[src/rtl/fwd_pkg.sv]
// Shared types and select codes for the forwarding/hazard controller.
package fwd_pkg;

  localparam int DEFAULT_REG_ADDR_W = 5;

  localparam logic [1:0] FWD_RF    = 2'b00;
  localparam logic [1:0] FWD_EXMEM = 2'b01;
  localparam logic [1:0] FWD_MEMWB = 2'b10;

  typedef struct packed {
    logic                          valid;
    logic [DEFAULT_REG_ADDR_W-1:0] rd;
    logic                          wr;
    logic                          is_load;
    logic                          is_mul;
  } stage_info_t;

  // x0 is hard-wired zero, so it never has a producer.
  function automatic logic is_producer(stage_info_t s, logic [DEFAULT_REG_ADDR_W-1:0] r);
    return s.valid && s.wr && (s.rd == r) && (r != '0);
  endfunction

endpackage

[src/rtl/fwd_src_sel.sv]
// Operand select for one EX source: compares against EX and MEM shadows, youngest wins.
module fwd_src_sel
  import fwd_pkg::*;
#(
  parameter int REG_ADDR_W = DEFAULT_REG_ADDR_W
) (
  input  logic [REG_ADDR_W-1:0] src_i,
  input  logic                  used_i,
  input  logic                  ex_valid_i,
  input  logic                  ex_wr_i,
  input  logic [REG_ADDR_W-1:0] ex_rd_i,
  input  logic                  mem_valid_i,
  input  logic                  mem_wr_i,
  input  logic [REG_ADDR_W-1:0] mem_rd_i,
  output logic [1:0]            sel_o
);

  logic src_live;
  logic ex_hit;
  logic mem_hit;

  assign src_live = used_i && (src_i != '0);
  assign ex_hit   = src_live && ex_valid_i && ex_wr_i && (ex_rd_i == src_i);
  assign mem_hit  = src_live && mem_valid_i && mem_wr_i && (mem_rd_i == src_i);

  always_comb begin
    sel_o = FWD_RF;
    if (ex_hit) begin
      sel_o = FWD_EXMEM;
    end else if (mem_hit) begin
      sel_o = FWD_MEMWB;
    end
  end

endmodule

[src/rtl/fwd_hazard_ctrl.sv]
// Forwarding and hazard control for the 5-stage pipeline with a multi-cycle multiplier.
// Define HAZARD_STATS_EN to add the saturating stall_cycles / fwd_events counters.
module fwd_hazard_ctrl
  import fwd_pkg::*;
#(
  parameter int REG_ADDR_W = DEFAULT_REG_ADDR_W,
  parameter int MUL_LAT    = 3
) (
  input  logic                  clk,
  input  logic                  arst,
  input  logic                  id_valid,
  input  logic [REG_ADDR_W-1:0] id_rs1,
  input  logic [REG_ADDR_W-1:0] id_rs2,
  input  logic                  id_rs1_used,
  input  logic                  id_rs2_used,
  input  logic [REG_ADDR_W-1:0] id_rd,
  input  logic                  id_reg_write,
  input  logic                  id_is_load,
  input  logic                  id_is_mul,
  output logic                  stall,
  output logic                  ex_bubble,
  output logic [1:0]            fwd_a_sel,
  output logic [1:0]            fwd_b_sel
`ifdef HAZARD_STATS_EN
  ,
  output logic [15:0]           stall_cycles,
  output logic [15:0]           fwd_events
`endif
);

  localparam int CNT_W = $clog2(MUL_LAT);

  stage_info_t      ex_q, ex_d, mem_q, mem_d, wb_q, wb_d;
  logic [CNT_W-1:0] mul_cnt_q, mul_cnt_d;
  logic [1:0]       sel_a_q, sel_a_d, sel_b_q, sel_b_d;
  logic [1:0]       sel_a_new, sel_b_new;
  logic             mul_busy;
  logic             load_use;
  logic             unused_stage_bits;

  fwd_src_sel #(.REG_ADDR_W(REG_ADDR_W)) u_sel_a (
    .src_i       (id_rs1),
    .used_i      (id_rs1_used),
    .ex_valid_i  (ex_q.valid),
    .ex_wr_i     (ex_q.wr),
    .ex_rd_i     (ex_q.rd),
    .mem_valid_i (mem_q.valid),
    .mem_wr_i    (mem_q.wr),
    .mem_rd_i    (mem_q.rd),
    .sel_o       (sel_a_new)
  );

  fwd_src_sel #(.REG_ADDR_W(REG_ADDR_W)) u_sel_b (
    .src_i       (id_rs2),
    .used_i      (id_rs2_used),
    .ex_valid_i  (ex_q.valid),
    .ex_wr_i     (ex_q.wr),
    .ex_rd_i     (ex_q.rd),
    .mem_valid_i (mem_q.valid),
    .mem_wr_i    (mem_q.wr),
    .mem_rd_i    (mem_q.rd),
    .sel_o       (sel_b_new)
  );

  // mul_cnt is loaded as the mul issues, so it counts the remaining hold edges.
  assign mul_busy  = (mul_cnt_q != '0);
  assign load_use  = id_valid && ex_q.valid && ex_q.is_load &&
                     ((id_rs1_used && is_producer(ex_q, id_rs1)) ||
                      (id_rs2_used && is_producer(ex_q, id_rs2)));
  assign stall     = mul_busy || load_use;
  assign ex_bubble = load_use && !mul_busy;

  always_comb begin
    ex_d      = ex_q;
    mem_d     = ex_q;
    wb_d      = mem_q;
    sel_a_d   = sel_a_q;
    sel_b_d   = sel_b_q;
    mul_cnt_d = mul_cnt_q;
    if (mul_busy) begin
      mem_d     = '0;
      mul_cnt_d = mul_cnt_q - CNT_W'(1);
    end else if (load_use) begin
      ex_d    = '0;
      sel_a_d = FWD_RF;
      sel_b_d = FWD_RF;
    end else begin
      ex_d = '{valid: id_valid, rd: id_rd, wr: id_reg_write,
               is_load: id_is_load, is_mul: id_is_mul};
      sel_a_d = sel_a_new;
      sel_b_d = sel_b_new;
      if (id_valid && id_is_mul) begin
        mul_cnt_d = CNT_W'(MUL_LAT - 1);
      end
    end
  end

  // ---- ID/EX boundary: shadow stages, multiplier counter, EX operand selects ----
  always_ff @(posedge clk or posedge arst) begin
    if (arst) begin
      ex_q      <= '0;
      mem_q     <= '0;
      wb_q      <= '0;
      mul_cnt_q <= '0;
      sel_a_q   <= FWD_RF;
      sel_b_q   <= FWD_RF;
    end else begin
      ex_q      <= ex_d;
      mem_q     <= mem_d;
      wb_q      <= wb_d;
      mul_cnt_q <= mul_cnt_d;
      sel_a_q   <= sel_a_d;
      sel_b_q   <= sel_b_d;
    end
  end

  assign fwd_a_sel = sel_a_q;
  assign fwd_b_sel = sel_b_q;

  // WB is tracked for pipeline bookkeeping only; no operand path reads it.
  assign unused_stage_bits = ^{wb_q, mem_q.is_load, mem_q.is_mul, ex_q.is_mul};

`ifdef HAZARD_STATS_EN
  logic [15:0] stall_cycles_q;
  logic [15:0] fwd_events_q;
  logic [1:0]  fwd_inc;

  function automatic logic [15:0] sat_add16(logic [15:0] a, logic [1:0] b);
    logic [16:0] s;
    s = {1'b0, a} + {15'd0, b};
    return s[16] ? 16'hFFFF : s[15:0];
  endfunction

  always_comb begin
    fwd_inc = 2'd0;
    if (!stall) begin
      fwd_inc = {1'b0, sel_a_new != FWD_RF} + {1'b0, sel_b_new != FWD_RF};
    end
  end

  always_ff @(posedge clk or posedge arst) begin
    if (arst) begin
      stall_cycles_q <= '0;
      fwd_events_q   <= '0;
    end else begin
      stall_cycles_q <= sat_add16(stall_cycles_q, {1'b0, stall});
      fwd_events_q   <= sat_add16(fwd_events_q, fwd_inc);
    end
  end

  assign stall_cycles = stall_cycles_q;
  assign fwd_events   = fwd_events_q;
`endif

endmodule

[config.mk]
export PLATFORM = sky130hd
export DESIGN_NAME = fwd_hazard_ctrl
export DESIGN_NICKNAME = d
export VERILOG_FILES = /design/src/rtl/fwd_pkg.sv /design/src/rtl/fwd_src_sel.sv /design/src/rtl/fwd_hazard_ctrl.sv
export SDC_FILE = /design/constraint.sdc
export NUM_CORES = 1
export LEC_CHECK = 0
export CELL_PAD_IN_SITES_DETAIL_PLACEMENT = 0
export CELL_PAD_IN_SITES_GLOBAL_PLACEMENT = 1
export CORE_UTILIZATION = 35
export CTS_BUF_LIST = sky130_fd_sc_hd__clkbuf_4 sky130_fd_sc_hd__clkbuf_8
export CTS_CLUSTER_DIAMETER = 60
export CTS_CLUSTER_SIZE = 16
export DETAILED_ROUTE_END_ITERATION = 8
export GPL_TIMING_DRIVEN = 0
export MAX_ROUTING_LAYER = met4
export PLACE_DENSITY_LB_ADDON = 0.1
export SYNTH_ARGS = -nofsm -noshare
export SYNTH_HDL_FRONTEND = slang
export SYNTH_SLANG_ARGS = --single-unit
export TNS_END_PERCENT = 1
[constraint.sdc]
create_clock -name clk -period 2.6 [get_ports clk]
set_clock_uncertainty 0.2 [all_clocks]
set_input_delay 0.65 -clock clk [delete_from_list [all_inputs] [get_ports clk]]
set_output_delay 0.65 -clock clk [all_outputs]
set_load 0.01 [all_outputs]
==> results of run 1 <==
==> sequential cells by signal, summed over array words and instances (netlist names) <==
name and flops:
mul_cnt_q 2, fwd_a_sel 2, fwd_b_sel 2, ex_q 8, mem_q 7
==> Yosys cell counts (2+ instances only) <==
library cell	n	area, um^2
sky130_fd_sc_hd__xor2_1	2	17.5
sky130_fd_sc_hd__or4_1	2	15.0
sky130_fd_sc_hd__inv_1	6	22.5
sky130_fd_sc_hd__nor2_1	3	11.3
sky130_fd_sc_hd__o22ai_1	2	12.5
sky130_fd_sc_hd__xnor2_1	18	158
sky130_fd_sc_hd__nor4_1	3	18.8
sky130_fd_sc_hd__ha_1	2	25.0
sky130_fd_sc_hd__o2bb2ai_1	7	61.3
sky130_fd_sc_hd__nand4_1	4	25.0
sky130_fd_sc_hd__a32o_1	2	20.0
sky130_fd_sc_hd__nand2_1	18	67.6
sky130_fd_sc_hd__nand3_1	4	20.0
sky130_fd_sc_hd__and2_1	7	43.8
sky130_fd_sc_hd__buf_6	3	33.8
sky130_fd_sc_hd__a21oi_1	2	10.0
sky130_fd_sc_hd__dfrtp_1	21	526
sky130_fd_sc_hd__nor3_1	2	10.0
==> path summary, 6_finish.rpt <==
path | start | end | slack (ns)
max in group asynchronous | arst | ex_q[6] | 1.09
max | id_rs1[2] | ex_bubble | -0.39
min in group asynchronous | arst | ex_q[2] | 0.57
max reg2reg | ex_q[7] | fwd_a_sel[1] | -0.27
min reg2reg | fwd_b_sel[1] | fwd_b_sel[1] | 0.30
min | fwd_b_sel[1] | fwd_b_sel[1] | 0.30
==> stage by stage <==
| stage | power (W) | instance area, um^2 | util |
|---|---|---|---|
| final | 0.00168 | 1890 | 0.561 |
| after global routing | 0.00181 | 1890 | 0.561 |
| after CTS | 0.00166 | 1890 | 0.562 |
| after detailed placement | 0.00121 | 1600 | 0.475 |
| after global placement | 0.00119 | 1600 | 0.475 |
| after floorplan | 0.00102 | 1260 | - |
==> layer usage <==
metal | track usage | up-vias | part of all wire
met5 | - | - | 0
met4 | 0.0508 | 0 | 0.0074
met3 | 0.0273 | 4 | 0.030
met2 | 0.339 | 21 | 0.51
met1 | 0.243 | 550 | 0.45
li1 | - | 561 | -
==> power by group through the flow <==
| stage | logic (W) | registers (W) | clock network (W) |
|---|---|---|---|
| finish | 0.000939 | 0.000575 | 0.000164 |
| detailed placement | 0.000627 | 0.000583 | 0 |
| floorplan | 0.000477 | 0.000544 | 0 |
| global route | 0.00102 | 0.000597 | 0.000184 |
| global placement | 0.000607 | 0.000579 | 0 |
| CTS | 0.000915 | 0.000576 | 0.000171 |
==> layout make-up <==
class,instances,area [um^2],area share
multi-input cells,93,711,0.377
flip-flops and latches,21,529,0.281
repair buffers,58,503,0.267
well taps,46,57.6,0.0305
plain buffers,4,33.8,0.0179
clock buffers,3,22.5,0.0119
inverters,6,22.5,0.0119
clock inverters,1,7.51,0.00398
==> cell families after synthesis <==
logic type | after synthesis
adder cells (fa/ha/maj) | 2
AO/OA/AOI/OAI | 22
buffers and inverters | 11
flip-flops | 21
XOR/XNOR | 20
AND/OR/NAND/NOR | 49
==> timing repair <==
item	in CTS	in global routing
hold endpoints to repair	0	0
setup endpoints to repair	2	3
gates resized for setup	68	3
setup buffers	30	0
pin swaps	20	4
==> implementation parameters, run 1 <==
Parameter                              Value

Logic synthesis
  Distinct cell type count after synthesis ... 35
  FF+latch count, synth ... 21
  Largest family of logic cells by synthesized area ... simple AND/OR/NAND/NOR gates
  Simple-gate portion of the synthesized area ... 0.208
  Share of synthesized cell area in full adder, half adder and majority cells ... 0.0201
  Portion of netlist area occupied by mux cells ... 0
  Post-Synthesis Cell Area ... roughly 0.0012 mm^2
  Leading register cell type out of synthesis ... sky130_fd_sc_hd__dfrtp_1
  Fraction of registers with async set or reset after synthesis ... 1.00
  Area fraction in compound gates after synthesis ... 0.153
  Gate count of the mapped netlist ... ~130
  Mapped Nets ... 150
  Number of enable flip-flop cells after synthesis ... 0
  Share of the yosys chip area belonging to registers ... 0.423
  Xor and xnor fraction of the mapped netlist area ... 0.141
  Per-instance average area after synthesis ... 9.94 um^2
  YS warnings ... 0

Power and ir drop
  Clk pwr share ... 0.098
  Switching power ... approximately 0.00063 W
  Max VDD drop ... about 0.45 mV
  Share of total power in combinational logic ... 0.560
  Share of total power in sequential cells ... 0.343
  Pint ... around 0.0010 W
  Pwr/cell area ... 890 mW/mm^2
  Lkg Pwr ... 0.817 nW
  Net Sw Frac ... 0.377

STA
  Time the final worst path needs with I/O delays and setup ... ~3.0 ns
  Worst slack on hold paths ... 0.303 ns
  Period Utilization, post-route ... 1.15
  Total of endpoints with negative setup slack in the final report ... 3
  Setup repair after global routing missed its margin ... true
  Worst setup slack after layout ... -0.386 ns
  F_max ... 335 MHz
  Final count of hold timing violations ... 0
  Transition at the pin with the smallest max-transition slack ... 0.786 ns
  Slew Viols, Final ... 0
  Final-layout setup total negative slack ... -0.953 ns
  Slew headroom ... 0.475

Finish
  Final standard cell count with taps included and fillers excluded ... 232
  Filler cell count in the final layout ... 328
  N_diodes ... 0
  Nets ... around 210
  Most common cell after layout, fill and taps aside ... sky130_fd_sc_hd__buf_4
  Relative area change from synthesis to final layout ... 51.9%
  Commonest cells after routing, fill and taps aside ... sky130_fd_sc_hd__buf_4, sky130_fd_sc_hd__dfrtp_1, sky130_fd_sc_hd__nand2_1
  Layout cells sized above 1 ... 0.366

Global route
  First-pass GRT wire length ... 5.14 mm
  Total overflow reported by the global router ... 0
  Initial antenna violation count ... 0
  Overall routing resource usage ... 0.198
  Pin count of the biggest net entering global routing ... 22
  Via count of the first global-routing pass ... 1109

Die
  Total number of placement rows ... 21
  Die area ... ~0.0038 mm^2
  Die Y ... between 60 and 70 um
  Chip width ... 61.6 um
  Effective utilization at floorplan ... 0.369
  Top Ports ... 29
  Core footprint ... 0.00336 mm^2

Routing
  Vias per Instance ... roughly 4.9
  Antenna-violating nets left ... 0
  Iteration-0 DRC count of the detailed router ... 34
  Routed length per instance ... approximately 14 um
  Detailed Routing Iterations Pass 1 ... 4
  Via count ... about 1100
  Remaining routing DRC violations ... 0
  Final wirelength ... between 3 and 4 mm

Placement
  Buffers added on ports ... 28
  HPWL after detailed placement ... roughly 2.1 mm
  Dpl ws ... -1.35 ns
  Routability cong. ... between 0.7 and 0.8
  Count of placed standard cells including taps ... 199

Clocking
  Number of buffers created by CTS ... 3
  Clock Latency Late Sink ... 0.31 ns
  Cell chosen for the clock root ... sky130_fd_sc_hd__clkbuf_4
  Clock Sinks ... 21
  Post-CTS Hold Buffers ... 0
  CTS tree ... yes
  Number of levels the H-tree was split into ... 1
  Number of buffers on the longest clock path ... 2
  Clock transition at the registers of the reported paths ... between 0.1 and 0.15 ns

Worst setup path
  Series of cell instances along the critical path ... clkdlybuf4s15_1 -> xnor2_1 -> nand4_1 -> or3_4 -> a21oi_4 -> buf_6 -> and2_4 -> buf_6
  CP top delay family ... simple AND/OR/NAND/NOR gates
  Kind of end point of the critical path ... output port
  Master of the slowest instance on the critical path ... sky130_fd_sc_hd__or3_4
  Critical path launch point type ... input port
  Slowest cell delay on critical path ... 0.43 ns
  Largest fanout of any net on the critical path ... 3
  Cell count of the worst reg-to-reg path ... 17
  CP required ... ~1.8 ns
  Stages on worst setup path ... 8
  Total buffers and inverters traversed by the critical path ... 3
  Setup Crit Path Kind ... in -> out
  Cell mode on critical path ... sky130_fd_sc_hd__buf_6
  Arrival time of data at the critical path endpoint ... ~2.1 ns

Worst hold path
  Class of the tightest hold or removal check ... reg -> reg
  Worst hold path stage count ... 1

Run status
  Violations in the final reports ... negative setup slack
  Result of the run ... finished, violations left

Run
  Max cap viols ... 0
Power figures use the tool's default switching activity.
==> run 2: changes to the inputs <==
--- a/config.mk
+++ b/config.mk
@@ -7,6 +7,7 @@
 export LEC_CHECK = 0
 export CELL_PAD_IN_SITES_DETAIL_PLACEMENT = 0
 export CELL_PAD_IN_SITES_GLOBAL_PLACEMENT = 1
+export CORE_MARGIN = 2
 export CORE_UTILIZATION = 35
 export CTS_BUF_LIST = sky130_fd_sc_hd__clkbuf_4 sky130_fd_sc_hd__clkbuf_8
 export CTS_CLUSTER_DIAMETER = 60
==> run 2 against run 1 <==
  * Global-route usage decreased by 0.42 points
  * Critical path type unchanged
  * Largest cell class unchanged
  * Critical path depth shrank 1
  * Die area increased by 6.6%
  * Routed wire length is 5.9% higher
  * Register-to-register slack improved by 0.03 ns
  * Clock power up 2%
  * The flow still finishes with violations (negative setup slack)
  * Sequential share of layout area is 1.3 points lower
==> implementation parameters, run 2 (synthesized netlist as in run 1, its figures left out) <==
Parameter                              Value

Worst setup path
  Worst Setup EP ... ex_bubble
  Reg2reg end ... fwd_a_sel[1]
  Worst setup startpoint ... id_rs1[2]
  Largest fanout of any net on the critical path ... 4
  Setup Crit Path Kind ... in -> out
  Cell count of the worst reg-to-reg path ... 15
  Kind of end point of the critical path ... output port
  Arrival time of data at the critical path endpoint ... roughly 2.1 ns
  Reg-to-reg startpoint ... ex_q[5]
  Slack of the worst reg-to-reg path ... -0.24 ns
  Critical path launch point type ... input port
  CP required ... ~1.8 ns

Clocking
  Post-CTS Hold Buffers ... 0
  Number of buffers on the longest clock path ... 2
  Clock Latency Late Sink ... 0.31 ns
  CTS tree ... yes
  Clock transition at the registers of the reported paths ... 0.12 ns
  Number of levels the H-tree was split into ... 1
  Clock Sinks ... 21
  Number of buffers created by CTS ... 3
  Cell chosen for the clock root ... sky130_fd_sc_hd__clkbuf_4

Finish
  N_diodes ... 0
  Filler cell count in the final layout ... 343
  Nets ... around 220
  Number of flip-flops in the largest register ... 8
  Most common cell after layout, fill and taps aside ... sky130_fd_sc_hd__buf_4
  Final standard cell count with taps included and fillers excluded ... between 200 and 250
  Biggest regs ... ex_q (8), mem_q (7)
  Post-Layout Inst Area ... between 0.0015 and 0.002 mm^2
  Layout cells sized above 1 ... 0.401
  Commonest cells after routing, fill and taps aside ... sky130_fd_sc_hd__buf_4, sky130_fd_sc_hd__dfrtp_1, sky130_fd_sc_hd__nand2_1
  Top register by number of flip-flops ... ex_q
  Relative area change from synthesis to final layout ... 59.0%

Die
  Total number of placement rows ... 21
  Die area ... 0.00404 mm^2
  Die Y ... 63.6 um
  Core footprint ... 0.00336 mm^2
  Effective utilization at floorplan ... 0.369
  Top Ports ... 29
  Chip width ... around 64 um

Run
  Max cap viols ... 0

STA
  Final count of hold timing violations ... 0
  Worst slack on hold paths ... slightly above 0.3 ns
  Transition at the pin with the smallest max-transition slack ... ~0.8 ns
  Time the final worst path needs with I/O delays and setup ... between 2 and 3 ns
  Worst setup slack after layout ... -0.336 ns
  Slew headroom ... 0.465
  F_max ... between 300 and 400 MHz
  Setup repair after global routing missed its margin ... true
  Slew Viols, Final ... 0
  Final-layout setup total negative slack ... -0.918 ns
  Period Utilization, post-route ... 1.13
  Total of endpoints with negative setup slack in the final report ... 3

Routing
  Remaining routing DRC violations ... 0
  Routed length per instance ... between 10 and 15 um
  Iteration-0 DRC count of the detailed router ... 38
  Via count ... about 1200
  Vias per Instance ... approximately 4.8
  Detailed Routing Iterations Pass 1 ... 4
  Antenna-violating nets left ... 0
  Final wirelength ... 3.46 mm

Global route
  Via count of the first global-routing pass ... approximately 1200
  Total overflow reported by the global router ... 0
  Initial antenna violation count ... 0
  Busiest metal layer after global routing ... met2
  Global Route met1 Usage ... 0.249
  First-pass GRT wire length ... between 5 and 6 mm
  Pin count of the biggest net entering global routing ... 22
  Overall routing resource usage ... 0.193
  GR met3 Demand/Resource ... 0.0321
  GR Util met2 ... 0.299

Placement
  HPWL after detailed placement ... ~2.1 mm
  Routability cong. ... ~0.72
  Count of placed standard cells including taps ... about 200
  Dpl ws ... -1.36 ns
  Buffers added on ports ... 28
  Total cell area at the placement stage ... 0.00160 mm^2

Power and ir drop
  Pwr/cell area ... 925 mW/mm^2
  Max VDD drop ... 0.444 mV
  Lkg Pwr ... roughly 0.88 nW

Run status
  Result of the run ... finished, violations left
  Violations in the final reports ... negative setup slack

Worst hold path
  Class of the tightest hold or removal check ... reg -> reg
-- run 2: cell type report --
type,count,area [um^2],area share
clock buffer,3,22.5,0.0114
buffer,4,33.8,0.0171
tap,46,57.6,0.0291
clock inverter,1,7.51,0.00380
sequential,21,529,0.268
multi-input combinational,93,716,0.362
inverter,6,22.5,0.0114
timing repair buffer,69,587,0.297
-- run 2: worst min path at each step --
| stage | from | to | slack [ns] | cells past startpoint |
|---|---|---|---|---|
| 6_report | fwd_b_sel[0] | fwd_b_sel[0] | 0.30 | 1 |
| 2_1_floorplan | ex_q[1] | ex_q[1] | 0.29 | 1 |
| 4_1_cts | fwd_b_sel[1] | fwd_b_sel[1] | 0.31 | 1 |
| 3_5_place_dp | fwd_b_sel[1] | fwd_b_sel[1] | 0.28 | 1 |
| 5_1_grt | fwd_a_sel[0] | fwd_a_sel[0] | 0.34 | 1 |
| 3_3_place_gp | fwd_b_sel[0] | fwd_b_sel[0] | 0.27 | 1 |
-- run 2: where the power goes --
part	total [W]	internal [W]	leakage [nW]	switching [W]
Clock	0.000168	0.0000587	0.0139	0.000110
Sequential	0.000574	0.000448	0.269	0.000126
Combinational	0.00108	0.000645	0.593	0.000440
Total	0.00183	0.00115	0.876	0.000676
-- run 2: per-stage QoR --
| stage | utilization | power, W |
|---|---|---|
| after global routing | 0.587 | 0.00198 |
| after floorplan | - | 0.00102 |
| after CTS | 0.581 | 0.00178 |
| after detailed placement | 0.475 | 0.00121 |
| after global placement | 0.475 | 0.00118 |
| final | 0.587 | 0.00183 |
-- run 2: metal layers --
metal / routed length [um] / up-vias
met4: 93 / 0
met1: 1600 / 545
met5: 0 / -
met3: 139 / 10
met2: 1620 / 29
li1: - / 581
-- run 2: repair_timing --
item                                    in CTS  in global routing
setup buffers                               42                  1
endpoints found under the setup margin       2                  3
resized for setup                           60                  6
pin swaps                                   20                  6
-- run 2: critical path, stage by stage --
cell,delay [ns]
sky130_fd_sc_hd__clkdlybuf4s15_1,0.24
sky130_fd_sc_hd__xnor2_1,0.17
sky130_fd_sc_hd__nand4_1,0.13
sky130_fd_sc_hd__or3_4,0.41
sky130_fd_sc_hd__a21oi_4,0.22
sky130_fd_sc_hd__and2_4,0.17
sky130_fd_sc_hd__buf_6,0.09
